--- config.mk ---
export PLATFORM = sky130hd
export DESIGN_NAME = led_bus_responder
export DESIGN_NICKNAME = d
export VERILOG_FILES = /design/src/rtl/led_bus_responder.sv
export SDC_FILE = /design/constraint.sdc
export NUM_CORES = 1
export LEC_CHECK = 0
export ABC_AREA = 1
export BUFFER_PORTS_ARGS = -buffer_cell sky130_fd_sc_hd__buf_2
export CORE_MARGIN = 5
export CORE_UTILIZATION = 53
export DETAILED_ROUTE_END_ITERATION = 10
export HOLD_SLACK_MARGIN = 0.08
export MAX_ROUTING_LAYER = met4
export PLACE_DENSITY = 0.85
export SLEW_MARGIN = 0
export SYNTH_ARGS = -nofsm -noshare
export SYNTH_HDL_FRONTEND = slang
export SYNTH_SLANG_ARGS = --single-unit
--- constraint.sdc ---
create_clock -name i_clk -period 2.2 [get_ports i_clk]
set_clock_uncertainty 0.2 [all_clocks]
set_input_delay 0.22 -clock i_clk [delete_from_list [all_inputs] [get_ports i_clk]]
set_output_delay 0.22 -clock i_clk [all_outputs]
set_load 0.03 [all_outputs]
--- src/rtl/led_bus_responder.sv ---
// Memory-mapped LED peripheral: static pattern plus hardware blink engine on the load/store bus.
// Latency: bus_ready in cycle N+1+WAIT_CYCLES after the request is sampled; led is registered (+1 cycle).
// Backpressure: requests are held by the master until bus_ready; one transfer in flight, WAIT_CYCLES+2 cycles each.
module led_bus_responder #(
    parameter logic [31:0] BASE_ADDR   = 32'h1000_0000,
    parameter int          LED_W       = 8,
    parameter int          WAIT_CYCLES = 1
) (
    input  logic             i_clk,
    input  logic             i_rst_n,
    input  logic             i_bus_valid,
    input  logic             i_bus_we,
    input  logic [31:0]      i_bus_addr,
    input  logic [31:0]      i_bus_wdata,
    input  logic [3:0]       i_bus_wstrb,
    output logic             o_bus_ready,
    output logic [31:0]      o_bus_rdata,
    output logic [LED_W-1:0] o_led
);

    typedef enum logic [1:0] {
        S_IDLE = 2'd0,
        S_WAIT = 2'd1,
        S_RESP = 2'd2
    } state_t;

    // Word offsets within the 16-byte register window.
    localparam logic [1:0] OFF_LED = 2'd0;
    localparam logic [1:0] OFF_MSK = 2'd1;
    localparam logic [1:0] OFF_PER = 2'd2;
    localparam logic [1:0] OFF_CNT = 2'd3;

    // Last value of the wait counter before moving to RESP.
    localparam logic [3:0] WAIT_LAST = (WAIT_CYCLES > 0) ? 4'(WAIT_CYCLES - 1) : 4'd0;

    // Bus FSM state and the latched request.
    state_t            r_state;
    state_t            w_state_nxt;
    logic [3:0]        r_wait_cnt;
    logic              r_we;
    logic [1:0]        r_off;
    logic [31:0]       r_wdata;
    logic [3:0]        r_wstrb;
    logic [31:0]       r_rdata;

    // Register file and blink engine.
    logic [LED_W-1:0]  r_led_out;
    logic [LED_W-1:0]  r_blink_msk;
    logic [31:0]       r_blink_per;
    logic [31:0]       r_cnt;
    logic              r_phase;
    logic [LED_W-1:0]  r_led;

    // Request decode and effective request fields.
    logic              w_hit;
    logic              w_we;
    logic [1:0]        w_off;
    logic [31:0]       w_wdata;
    logic [3:0]        w_wstrb;
    logic              w_enter_resp;
    logic              w_wr;
    logic              w_wr_led;
    logic              w_wr_msk;
    logic              w_wr_per;
    logic [31:0]       w_byte_mask;
    logic [LED_W-1:0]  w_led_out_nxt;
    logic [LED_W-1:0]  w_blink_msk_nxt;
    logic [31:0]       w_blink_per_nxt;
    logic [31:0]       w_rd_dat;
    logic              w_unused_addr;

    // The byte-offset bits carry no meaning for word registers.
    assign w_unused_addr = ^i_bus_addr[1:0];

    assign w_hit = i_bus_valid && (i_bus_addr[31:4] == BASE_ADDR[31:4]);

    // With zero wait states the store commits straight out of IDLE, before the
    // request has been latched, so the live bus fields are used in that state.
    assign w_we    = (r_state == S_IDLE) ? i_bus_we          : r_we;
    assign w_off   = (r_state == S_IDLE) ? i_bus_addr[3:2]   : r_off;
    assign w_wdata = (r_state == S_IDLE) ? i_bus_wdata       : r_wdata;
    assign w_wstrb = (r_state == S_IDLE) ? i_bus_wstrb       : r_wstrb;

    // Register side effects happen on the edge that enters RESP.
    assign w_enter_resp = (r_state != S_RESP) && (w_state_nxt == S_RESP);
    assign w_wr         = w_enter_resp && w_we;
    assign w_wr_led     = w_wr && (w_off == OFF_LED);
    assign w_wr_msk     = w_wr && (w_off == OFF_MSK);
    assign w_wr_per     = w_wr && (w_off == OFF_PER);

    assign w_byte_mask = {{8{w_wstrb[3]}}, {8{w_wstrb[2]}}, {8{w_wstrb[1]}}, {8{w_wstrb[0]}}};

    // Byte-lane merge of store data; lanes above LED_W simply fall off the narrow registers.
    always_comb begin
        w_led_out_nxt   = (r_led_out   & ~w_byte_mask[LED_W-1:0]) | (w_wdata[LED_W-1:0] & w_byte_mask[LED_W-1:0]);
        w_blink_msk_nxt = (r_blink_msk & ~w_byte_mask[LED_W-1:0]) | (w_wdata[LED_W-1:0] & w_byte_mask[LED_W-1:0]);
        w_blink_per_nxt = (r_blink_per & ~w_byte_mask) | (w_wdata & w_byte_mask);
    end

    // Read mux, zero-extended to the bus width.
    always_comb begin
        w_rd_dat = '0;
        case (w_off)
            OFF_LED: w_rd_dat[LED_W-1:0] = r_led_out;
            OFF_MSK: w_rd_dat[LED_W-1:0] = r_blink_msk;
            OFF_PER: w_rd_dat            = r_blink_per;
            OFF_CNT: w_rd_dat            = r_cnt;
            default: w_rd_dat            = '0;
        endcase
    end

    // FSM state register.
    always_ff @(posedge i_clk or negedge i_rst_n) begin
        if (!i_rst_n) begin
            r_state <= S_IDLE;
        end else begin
            r_state <= w_state_nxt;
        end
    end

    // FSM next-state: RESP always lasts one cycle and ignores bus_valid.
    always_comb begin
        w_state_nxt = r_state;
        case (r_state)
            S_IDLE: begin
                if (w_hit) begin
                    w_state_nxt = (WAIT_CYCLES == 0) ? S_RESP : S_WAIT;
                end
            end
            S_WAIT: begin
                if (r_wait_cnt == WAIT_LAST) begin
                    w_state_nxt = S_RESP;
                end
            end
            S_RESP:  w_state_nxt = S_IDLE;
            default: w_state_nxt = S_IDLE;
        endcase
    end

    // Wait-state counter runs only while in WAIT.
    always_ff @(posedge i_clk or negedge i_rst_n) begin
        if (!i_rst_n) begin
            r_wait_cnt <= 4'd0;
        end else if (r_state == S_WAIT) begin
            r_wait_cnt <= r_wait_cnt + 4'd1;
        end else begin
            r_wait_cnt <= 4'd0;
        end
    end

    // Latch the request when it is accepted in IDLE.
    always_ff @(posedge i_clk or negedge i_rst_n) begin
        if (!i_rst_n) begin
            r_we    <= 1'b0;
            r_off   <= 2'd0;
            r_wdata <= 32'd0;
            r_wstrb <= 4'd0;
        end else if ((r_state == S_IDLE) && w_hit) begin
            r_we    <= i_bus_we;
            r_off   <= i_bus_addr[3:2];
            r_wdata <= i_bus_wdata;
            r_wstrb <= i_bus_wstrb;
        end
    end

    // Load data is captured on entry to RESP and forced to zero otherwise.
    always_ff @(posedge i_clk or negedge i_rst_n) begin
        if (!i_rst_n) begin
            r_rdata <= 32'd0;
        end else if (w_enter_resp && !w_we) begin
            r_rdata <= w_rd_dat;
        end else begin
            r_rdata <= 32'd0;
        end
    end

    // Writable registers; BLINK_CNT is read-only and stores to it only get acknowledged.
    always_ff @(posedge i_clk or negedge i_rst_n) begin
        if (!i_rst_n) begin
            r_led_out   <= '0;
            r_blink_msk <= '0;
            r_blink_per <= 32'd0;
        end else begin
            if (w_wr_led) begin
                r_led_out <= w_led_out_nxt;
            end
            if (w_wr_msk) begin
                r_blink_msk <= w_blink_msk_nxt;
            end
            if (w_wr_per) begin
                r_blink_per <= w_blink_per_nxt;
            end
        end
    end

    // Blink engine: a store to BLINK_PER restarts the phase and wins over a same-edge wrap.
    always_ff @(posedge i_clk or negedge i_rst_n) begin
        if (!i_rst_n) begin
            r_cnt   <= 32'd0;
            r_phase <= 1'b0;
        end else if (w_wr_per) begin
            r_cnt   <= 32'd0;
            r_phase <= 1'b0;
        end else if (r_blink_per == 32'd0) begin
            r_cnt   <= 32'd0;
            r_phase <= 1'b0;
        end else if (r_cnt == (r_blink_per - 32'd1)) begin
            r_cnt   <= 32'd0;
            r_phase <= ~r_phase;
        end else begin
            r_cnt <= r_cnt + 32'd1;
        end
    end

    // Registered LED drive: static pattern with masked LEDs inverted in the odd phase.
    always_ff @(posedge i_clk or negedge i_rst_n) begin
        if (!i_rst_n) begin
            r_led <= '0;
        end else begin
            r_led <= r_led_out ^ (r_blink_msk & {LED_W{r_phase}});
        end
    end

    assign o_bus_ready = (r_state == S_RESP);
    assign o_bus_rdata = r_rdata;
    assign o_led       = r_led;

endmodule

==> results of run 1 <==
layout make-up:
cell class	count	area share [%]
Multi-Input combinational cell	790	36.5
Sequential cell	166	33.8
Timing Repair Buffer	294	18.8
Inverter	123	3.75
Clock buffer	19	3.68
Tap cell	220	2.24
Clock inverter	13	1.18
routing by layer:
| layer | share of wire, % | wire length, um | up-vias | GRT usage, % |
|---|---|---|---|---|
| met5 | 0 | 0 | - | - |
| met4 | 2.9 | 811 | 0 | 7.96 |
| met3 | 9.0 | 2550 | 92 | 4.98 |
| met2 | 49 | 13900 | 519 | 45.4 |
| met1 | 39 | 11100 | 4277 | 36.4 |
| li1 | - | - | 4141 | - |
cell families (layout without fill, tap and decap cells):
group	count (synthesis)	after routing	share of synthesized area, %
DFF	166	166	46.3
muxes	6	6	0.670
xor gates and xnor gates	58	58	5.82
adders and majority gates	4	4	0.558
buffers and inverters	170	449	7.65
and+or+nand+nor	536	537	26.6
AOI/OAI and AO/OA	185	185	12.4
power by group through the flow:
stage	clock [uW]	sequential [uW]	combinational [uW]
6_report	3040	3050	347
3_3_place_gp	0	3110	251
2_1_floorplan	0	3110	83.3
5_1_grt	3190	3050	385
3_5_place_dp	0	3110	256
4_1_cts	3040	3050	318
metrics by stage:
step / instances / setup TNS [ns] / util (%) / worst slack [ns]
CTS: 1607 / -4.76 / 70.9 / -0.183
detailed placement: 1533 / -8.37 / 64.5 / -0.269
floorplan: 1125 / -0.791 / - / -0.0798
global placement: 1533 / -6.20 / 64.5 / -0.224
global route: 1625 / -12.69 / 74.2 / -0.459
finish: 1625 / -8.97 / 74.2 / -0.300
cell usage in the layout, fill, tap and decap left out, drive strengths merged, types with 16 or more instances in the layout:
cell / n
a21oi: 31
a221oi: 16
buf: 249
clkbuf: 24
dfrtp: 166
dlygate4sd3: 40
inv: 126
nand2: 310
nand3: 40
nand4: 18
nor2: 147
o21ai: 104
xor2: 47
worst max-delay path, cell delays in order (launching register included):
cell and delay, ns:
dfrtp_1 0.46, nor2_4 0.22, nand2_8 0.10, nor2_8 0.21, nand2_2 0.09, xor2_1 0.16
nand2_1 0.08, nor2_1 0.14, nand3_1 0.13, nor2_4 0.16, nand2_4 0.09, nand2_8 0.13
clkbuf_16 0.18, nor2_4 0.03
timing repair:
item,CTS,global route
hold buffers,40,0
pin swaps,1,18
gates cloned,0,8
endpoints found under the hold margin,229,0
endpoints found under the setup margin,44,119
gates resized for setup,11,83
setup buffers,2,10
path summary, 6_finish.rpt:
path,from,end,slack [ns],cells past startpoint
setup / recovery,flip-flop,r_cnt[24],-0.30,13
hold / removal,i_rst_n,r_wait_cnt[2],0.08,2
setup reg to reg,flip-flop,r_cnt[24],-0.30,13
hold reg to reg,r_we,r_we,0.29,2
max in group asynchronous,i_rst_n,o_bus_rdata[5],1.05,3
min in group i_clk,i_bus_addr[21],r_state[0],0.23,6
==> metrics.log, run 1 <==
[metrics] Int Power: 4940 uW
[metrics] number of global-route vias before repair: 8633
[metrics] mapped cell area: 0.00896 mm^2
[metrics] Synth top area share: 46.3%
[metrics] total wire length: 28300 um
[metrics] total of flip-flops plus latches after synthesis: 166
[metrics] Core Box Area: 0.0166 mm^2
[metrics] average wire per cell in the routed design: 17.4 um
[metrics] Clock transition at path regs: 0.07 ns
[metrics] TritonCTS clock tree: done
[metrics] Synth cell types: 40
[metrics] initial standard-cell utilization of the core: 54.0%
[metrics] final cycle utilization of the critical path: 114%
[metrics] Detailed Routing Iterations Pass 1: 5
[metrics] number of port buffers: 110
[metrics] number of vias per cell: 5.56
[metrics] aggregate global routing overflow: 0
[metrics] share of synthesized registers carrying an async set or reset: 100%
[metrics] Setup Crit Path Kind: flip-flop to flip-flop
[metrics] wire length of the first global-routing pass: 43200 um
[metrics] final hold violations: 0
[metrics] achievable clock frequency: 400 MHz
[metrics] number of DRC markers after the initial detailed-route iteration: 987
[metrics] count of fill cells added during filler insertion: 1119
[metrics] leading post-synthesis cells by cell area: dfrtp_1, nand2_1, o21ai_0, inv_1, nor2_1
[metrics] width of the die: 140 um
[metrics] type of destination of the critical path: flip-flop
[metrics] post-synthesis average cell area: 7.97 um^2
[metrics] Tightest Pin Transition: 0.744 ns
[metrics] CTS sink count: 166
[metrics] static power due to leakage: 0.00619 uW
[metrics] RSZ-0062 raised after global routing: yes
[metrics] Final Total Pwr: 6440 uW
[metrics] arrival time worst endpoint: 2.63 ns
[metrics] post-route setup slack: -0.300 ns
[metrics] number of buffers created by CTS: 17
[metrics] violations in the final reports: negative setup slack
[metrics] worst skew pair latency: 0.44 ns
[metrics] maximum number of pins on one net before global-route repair: 80
[metrics] initial antenna violation count: 0
[metrics] sum of net half-perimeters after detailed placement: 17600 um
[metrics] nets@finish: 1468
[metrics] cell area power density: 524 mW/mm^2
[metrics] area occupied by multi-input gates: 0.00448 mm^2
[metrics] area after detailed placement: 0.0107 mm^2
[metrics] commonest register cell after synthesis: dfrtp_1
[metrics] Final setup viols: 33
[metrics] FF+latch area: 0.00416 mm^2
[metrics] path category of the worst min-delay check: input port to async pin
[metrics] proportion of power drawn by flip-flops and latches: 47.4%
[metrics] IR drop worst, VDD: 0.000567 V
[metrics] Boundary Pins: 113
[metrics] DRC: 0
[metrics] all-layer global routing usage: 28.0%
[metrics] relative max-transition margin: 49.9%
[metrics] Die Span Y: 140 um
[metrics] status: finished with violations
[metrics] element type at the critical path start: flip-flop
[metrics] antenna cells: 0
[metrics] maximum level of the CTS H-tree: 4
[metrics] final critical path time including I/O delays and setup: 2.50 ns
[metrics] number of cells produced by synthesis: 1125
[metrics] net count of the mapped netlist: 1201
[metrics] Comb power frac: 5.4%
[metrics] switching share of power: 23.2%
[metrics] CTS Root Cell: clkbuf_16
[metrics] Max Transition Viols Final: 0
[metrics] most common library cells after synthesis: nand2_1, dfrtp_1, inv_1, nor2_1, o21ai_0
[metrics] CP Data Required Time: 2.33 ns
[metrics] highest net fanout along the worst path: 8
[metrics] clock power share: 47.2%
[metrics] share of post-route cells with drive strength above 1: 29.1%
[metrics] maximum number of buffers from clock root to sink: 2
[metrics] number of enable-type register cells in the synthesized netlist: 0
[metrics] count of maximum capacitance violations: 0
[metrics] switching power summed over all nets: 1500 uW
[metrics] sequential cell area fraction in the yosys report: 46.3%
[metrics] final weighted congestion in routability-driven placement: 0.955
[metrics] row cnt: 47
[metrics] layout overhead on the synthesized area: 37.2%
[metrics] most instantiated library cell after synthesis: nand2_1
[metrics] fin area: 0.0123 mm^2
[metrics] worst hold margin: 0.0822 ns
[metrics] die area: 0.0196 mm^2
[metrics] number of antenna-violating nets in the routed design: 0
[metrics] total number of vias: 9029
[metrics] Ys Warns: 0
[metrics] largest area contributor in the netlist: dfrtp_1
No activity file was read; power rests on OpenSTA's default activity.
==> run 2: changes to the inputs <==
--- a/config.mk
+++ b/config.mk
@@ -13,6 +13,7 @@
 export HOLD_SLACK_MARGIN = 0.08
 export MAX_ROUTING_LAYER = met4
 export PLACE_DENSITY = 0.85
+export SKIP_LAST_GASP = 1
 export SLEW_MARGIN = 0
 export SYNTH_ARGS = -nofsm -noshare
 export SYNTH_HDL_FRONTEND = slang
==> metrics.log, run 2 (synthesis results as in run 1) <==
[metrics] Tightest Pin Transition: 0.773 ns
[metrics] Core Box Area: 0.0166 mm^2
[metrics] commonest cells after routing, fill and taps aside: nand2_1, dfrtp_1, buf_4
[metrics] die area: 0.0196 mm^2
[metrics] Comb power frac: 5.4%
[metrics] post-route non-filler standard cell count: 1625
[metrics] Final Total Pwr: 6440 uW
[metrics] average wire per cell in the routed design: 17.7 um
[metrics] highest net fanout along the worst path: 8
[metrics] nets@finish: 1468
[metrics] share of post-route cells with drive strength above 1: 29.0%
[metrics] final cycle utilization of the critical path: 114%
[metrics] element type at the critical path start: flip-flop
[metrics] most frequent standard cell in the layout excluding fill and tap cells: nand2_1
[metrics] maximum number of buffers from clock root to sink: 2
[metrics] final hold violations: 0
[metrics] status: finished with violations
[metrics] number of global-route vias before repair: 8659
[metrics] all-layer global routing usage: 28.0%
[metrics] antenna cells: 0
[metrics] DRC: 0
[metrics] switching power summed over all nets: 1500 uW
[metrics] slack of the worst reg-to-reg path: -0.32 ns
[metrics] final critical path time including I/O delays and setup: 2.52 ns
[metrics] row cnt: 47
[metrics] wire length of the first global-routing pass: 43200 um
[metrics] layout overhead on the synthesized area: 37.2%
[metrics] RSZ-0062 raised after global routing: yes
[metrics] count of fill cells added during filler insertion: 1129
[metrics] number of port buffers: 110
[metrics] achievable clock frequency: 397 MHz
[metrics] CP Data Required Time: 2.33 ns
[metrics] Clock transition at path regs: 0.07 ns
[metrics] sum of net half-perimeters after detailed placement: 17600 um
[metrics] proportion of power drawn by flip-flops and latches: 47.4%
[metrics] final weighted congestion in routability-driven placement: 0.955
[metrics] cell area power density: 524 mW/mm^2
[metrics] count of maximum capacitance violations: 0
[metrics] Max Transition Viols Final: 0
[metrics] static power due to leakage: 0.00619 uW
[metrics] maximum number of pins on one net before global-route repair: 80
[metrics] Int Power: 4940 uW
[metrics] CTS Root Cell: clkbuf_16
[metrics] arrival time worst endpoint: 2.64 ns
[metrics] post-route setup slack: -0.317 ns
[metrics] aggregate global routing overflow: 0
[metrics] Detailed Routing Iterations Pass 1: 5
[metrics] width of the die: 140 um
[metrics] number of placed instances with taps included: 1533
[metrics] Setup Crit Path Kind: flip-flop to flip-flop
[metrics] Boundary Pins: 113
[metrics] total wire length: 28800 um
[metrics] switching share of power: 23.2%
[metrics] share of the core filled with cells in the final layout: 74.1%
[metrics] number of buffers created by CTS: 17
[metrics] Final setup viols: 33
[metrics] TritonCTS clock tree: done
[metrics] violations in the final reports: negative setup slack
[metrics] CTS sink count: 166
[metrics] total number of vias: 9077
[metrics] number of vias per cell: 5.59
[metrics] relative max-transition margin: 47.9%
[metrics] path category of the worst min-delay check: input port to async pin
[metrics] fin area: 0.0123 mm^2
[metrics] maximum level of the CTS H-tree: 4
[metrics] initial standard-cell utilization of the core: 54.0%
[metrics] clock power share: 47.2%
[metrics] area after detailed placement: 0.0107 mm^2
[metrics] number of DRC markers after the initial detailed-route iteration: 1159
[metrics] type of destination of the critical path: flip-flop
[metrics] number of antenna-violating nets in the routed design: 0
[metrics] Die Span Y: 140 um
[metrics] IR drop worst, VDD: 0.000568 V
[metrics] initial antenna violation count: 0
[metrics] worst skew pair latency: 0.44 ns
run 2: repair_timing:
action                                 4_1_cts  5_1_grt
hold buffers                                40        0
resized for setup                           10       81
setup endpoints to repair                   44      118
pin swaps                                    1       18
gates cloned                                 0        8
buffers inserted                             2       10
endpoints found under the hold margin      229        0
run 2: power by group through the flow:
stage | sequential (uW) | clock [uW] | combinational (uW)
after floorplan | 3110 | 0 | 83.3
after CTS | 3050 | 3040 | 317
after detailed placement | 3110 | 0 | 256
after global routing | 3050 | 3200 | 385
after global placement | 3110 | 0 | 251
final | 3050 | 3040 | 348
run 2: metrics by stage:
step	TNS [ns]	setup WS [ns]	hold slack [ns]
floorplan	-0.791	-0.0798	-0.276
global placement	-6.20	-0.224	-0.00767
detailed placement	-8.37	-0.269	-0.00437
CTS	-4.76	-0.183	0.103
global route	-13.36	-0.467	0.132
finish	-9.09	-0.317	0.0869
run 2: cell type report:
class                   instances  area, um^2  share of cell area (%)
repair buffers                294        2310                    18.8
clock buffers                  19         453                    3.68
clock inverters                13         145                    1.18
well taps                     220         275                    2.24
inverters                     123         462                    3.76
flip-flops and latches        166        4160                    33.8
multi-input cells             790        4490                    36.5
run 2: path summary, 6_finish.rpt:
check,startpoint,to,cells after the start
max in group asynchronous,i_rst_n,o_bus_rdata[20],3
min in group i_clk,i_bus_addr[21],r_state[0],6
setup / recovery,flip-flop,r_phase,17
hold / removal,i_rst_n,r_wdata[4],2
setup reg to reg,flip-flop,r_phase,17
hold reg to reg,r_wait_cnt[0],r_wait_cnt[0],1
run 2: critical path: stages, from the launching register on:
cell	delay, ns
dfrtp_1	0.39
inv_2	0.12
ha_4	0.19
nand2_8	0.08
nor2_8	0.21
nand2_4	0.08
inv_2	0.08
nand2_2	0.06
nand2_1	0.08
a21oi_1	0.08
nor2_1	0.14
nand2_2	0.08
nor2_4	0.14
buf_4	0.12
buf_4	0.09
nand3_1	0.07
nand2_1	0.12
nor2_1	0.05
run 2: routing by layer:
metal	up-vias	track usage [%]	share of wire, %
met5	-	-	0
met4	0	7.96	3.4
met3	100	5.04	9.0
met2	523	45.5	48
met1	4307	36.4	39
li1	4147	-	-
==> run 3: changes to the inputs <==
--- a/config.mk
+++ b/config.mk
@@ -6,13 +6,14 @@
 export NUM_CORES = 1
 export LEC_CHECK = 0
 export ABC_AREA = 1
+export ABC_CLOCK_PERIOD_IN_PS = 2700
 export BUFFER_PORTS_ARGS = -buffer_cell sky130_fd_sc_hd__buf_2
 export CORE_MARGIN = 5
-export CORE_UTILIZATION = 53
+export CORE_UTILIZATION = 59
 export DETAILED_ROUTE_END_ITERATION = 10
 export HOLD_SLACK_MARGIN = 0.08
 export MAX_ROUTING_LAYER = met4
-export PLACE_DENSITY = 0.85
+export PLACE_DENSITY = 0.89
 export SKIP_LAST_GASP = 1
 export SLEW_MARGIN = 0
 export SYNTH_ARGS = -nofsm -noshare
==> constraint.sdc (replaced) <==
create_clock -name i_clk -period 2.7 [get_ports i_clk]
set_clock_uncertainty 0.2 [all_clocks]
set_input_delay 0.27 -clock i_clk [delete_from_list [all_inputs] [get_ports i_clk]]
set_output_delay 0.27 -clock i_clk [all_outputs]
set_load 0.03 [all_outputs]
==> metrics.log, run 3 (synthesis results as in run 1) <==
[metrics] status: completed
[metrics] cell area power density: 464 mW/mm^2
[metrics] share of post-route cells with drive strength above 1: 18.5%
[metrics] maximum number of pins on one net before global-route repair: 80
[metrics] Tightest Pin Transition: 0.665 ns
[metrics] number of antenna-violating nets in the routed design: 0
[metrics] number of port buffers: 110
[metrics] CTS Root Cell: clkbuf_16
[metrics] nets@finish: 1349
[metrics] layout overhead on the synthesized area: 21.0%
[metrics] aggregate global routing overflow: 0
[metrics] Core Box Area: 0.0150 mm^2
[metrics] proportion of power drawn by flip-flops and latches: 49.5%
[metrics] static power due to leakage: 0.00538 uW
[metrics] average wire per cell in the routed design: 16.6 um
[metrics] clock power share: 45.5%
[metrics] number of buffers created by CTS: 17
[metrics] worst skew pair latency: 0.43 ns
[metrics] Die Span Y: 133 um
[metrics] Comb power frac: 5.0%
[metrics] maximum level of the CTS H-tree: 4
[metrics] post-route setup slack: 0.128 ns
[metrics] initial standard-cell utilization of the core: 59.6%
[metrics] total number of vias: 8302
[metrics] count of maximum capacitance violations: 0
[metrics] final critical path time including I/O delays and setup: 2.57 ns
[metrics] antenna cells: 0
[metrics] Detailed Routing Iterations Pass 1: 7
[metrics] Setup Crit Path Kind: flip-flop to flip-flop
[metrics] RSZ-0062 raised after global routing: yes
[metrics] IR drop worst, VDD: 0.000439 V
[metrics] commonest cells after routing, fill and taps aside: nand2_1, dfrtp_1, inv_1
[metrics] element type at the critical path start: flip-flop
[metrics] post-route non-filler standard cell count: 1473
[metrics] Clock transition at path regs: 0.06 ns
[metrics] achievable clock frequency: 389 MHz
[metrics] final cycle utilization of the critical path: 95.3%
[metrics] path category of the worst min-delay check: input port to async pin
[metrics] switching share of power: 22.0%
[metrics] initial antenna violation count: 0
[metrics] final weighted congestion in routability-driven placement: 0.966
[metrics] DRC: 0
[metrics] Boundary Pins: 113
[metrics] TritonCTS clock tree: done
[metrics] row cnt: 45
[metrics] CP Data Required Time: 2.81 ns
[metrics] sum of net half-perimeters after detailed placement: 16700 um
[metrics] Int Power: 3920 uW
[metrics] switching power summed over all nets: 1110 uW
[metrics] all-layer global routing usage: 29.0%
[metrics] total wire length: 24400 um
[metrics] relative max-transition margin: 55.7%
[metrics] number of vias per cell: 5.64
[metrics] final hold violations: 0
[metrics] fin area: 0.0108 mm^2
[metrics] CTS sink count: 166
[metrics] Max Transition Viols Final: 0
[metrics] arrival time worst endpoint: 2.68 ns
[metrics] width of the die: 133 um
[metrics] most frequent standard cell in the layout excluding fill and tap cells: nand2_1
[metrics] worst slack at placement: 0.0813 ns
[metrics] maximum number of buffers from clock root to sink: 2
[metrics] number of global-route vias before repair: 8053
[metrics] type of destination of the critical path: flip-flop
[metrics] highest net fanout along the worst path: 18
[metrics] number of DRC markers after the initial detailed-route iteration: 958
[metrics] die area: 0.0178 mm^2
[metrics] area after detailed placement: 0.00974 mm^2
[metrics] number of placed instances with taps included: 1397
[metrics] Final setup viols: 0
[metrics] wire length of the first global-routing pass: 40000 um
## run 3: cell types whose count changed in the layout (fill, tap and decap cells not counted), moves of 8 or more
cell / delta
buf_12: -9
buf_4: -99
nand2_1: +10
nor2_1: +28
nor2_2: -21
nor2_4: -8
## run 3: path summary, 6_finish.rpt
kind	to	slack (ns)	from	depth (start not counted)
setup / recovery	r_cnt[31]	0.13	flip-flop	16
hold / removal	r_wdata[4]	0.19	i_rst_n	2
setup reg to reg	r_cnt[31]	0.13	flip-flop	16
hold reg to reg	r_wdata[15]	0.28	r_wdata[15]	2
max in group asynchronous	r_cnt[26]	1.39	i_rst_n	3
min in group i_clk	r_wdata[15]	0.28	r_wdata[15]	2
## run 3: per-layer routing
metal / part of all wire, % / track usage, % / up-vias
met2: 47 / 44.8 / 443
met1: 41 / 39.1 / 3899
met4: 2.7 / 10.5 / 0
met3: 9.5 / 4.80 / 63
li1: - / - / 3897
met5: 0 / - / -
## run 3: cell type report
cell class	instances	area [um^2]
multi-input combinational	789	4220
fill	1072	4190
sequential	166	4160
timing repair buffer	176	1210
clock buffer	22	474
inverter	123	462
tap	188	235
clock inverter	9	77.6
## run 3: critical path, cell delays in order, from the launching register on
cell,delay [ns]
dfrtp_1,0.41
inv_2,0.14
ha_4,0.18
nand2_4,0.10
nor2_4,0.18
nand2_2,0.13
nor2_4,0.14
nand2_1,0.06
nand3_1,0.07
nand2_1,0.06
nor2_1,0.08
nand2_1,0.09
nor2_4,0.14
nand2_2,0.09
nand2_2,0.13
buf_12,0.17
nor2_1,0.07
## run 3: power by group through the flow
stage,combinational [uW],clock (uW),sequential [uW]
2_1_floorplan,67.9,0,2530
6_report,254,2290,2490
3_5_place_dp,202,0,2530
3_3_place_gp,197,0,2530
5_1_grt,282,2420,2490
4_1_cts,248,2300,2490
## run 3: timing repair
item,4_1_cts,5_1_grt
setup buffers,0,5
resized for setup,0,25
setup endpoints to repair,0,54
endpoints found under the hold margin,112,0
hold buffers,40,0
## run 3: metrics by stage
step | utilization (%) | hold WS, ns | total power (uW) | setup TNS (ns)
after floorplan | - | -0.226 | 2600 | 0
after global placement | 64.8 | 0.0820 | 2730 | 0
after detailed placement | 64.8 | 0.0887 | 2740 | 0
after CTS | 71.2 | 0.197 | 5040 | 0
after global routing | 72.1 | 0.253 | 5190 | -0.208
final | 72.1 | 0.185 | 5030 | 0
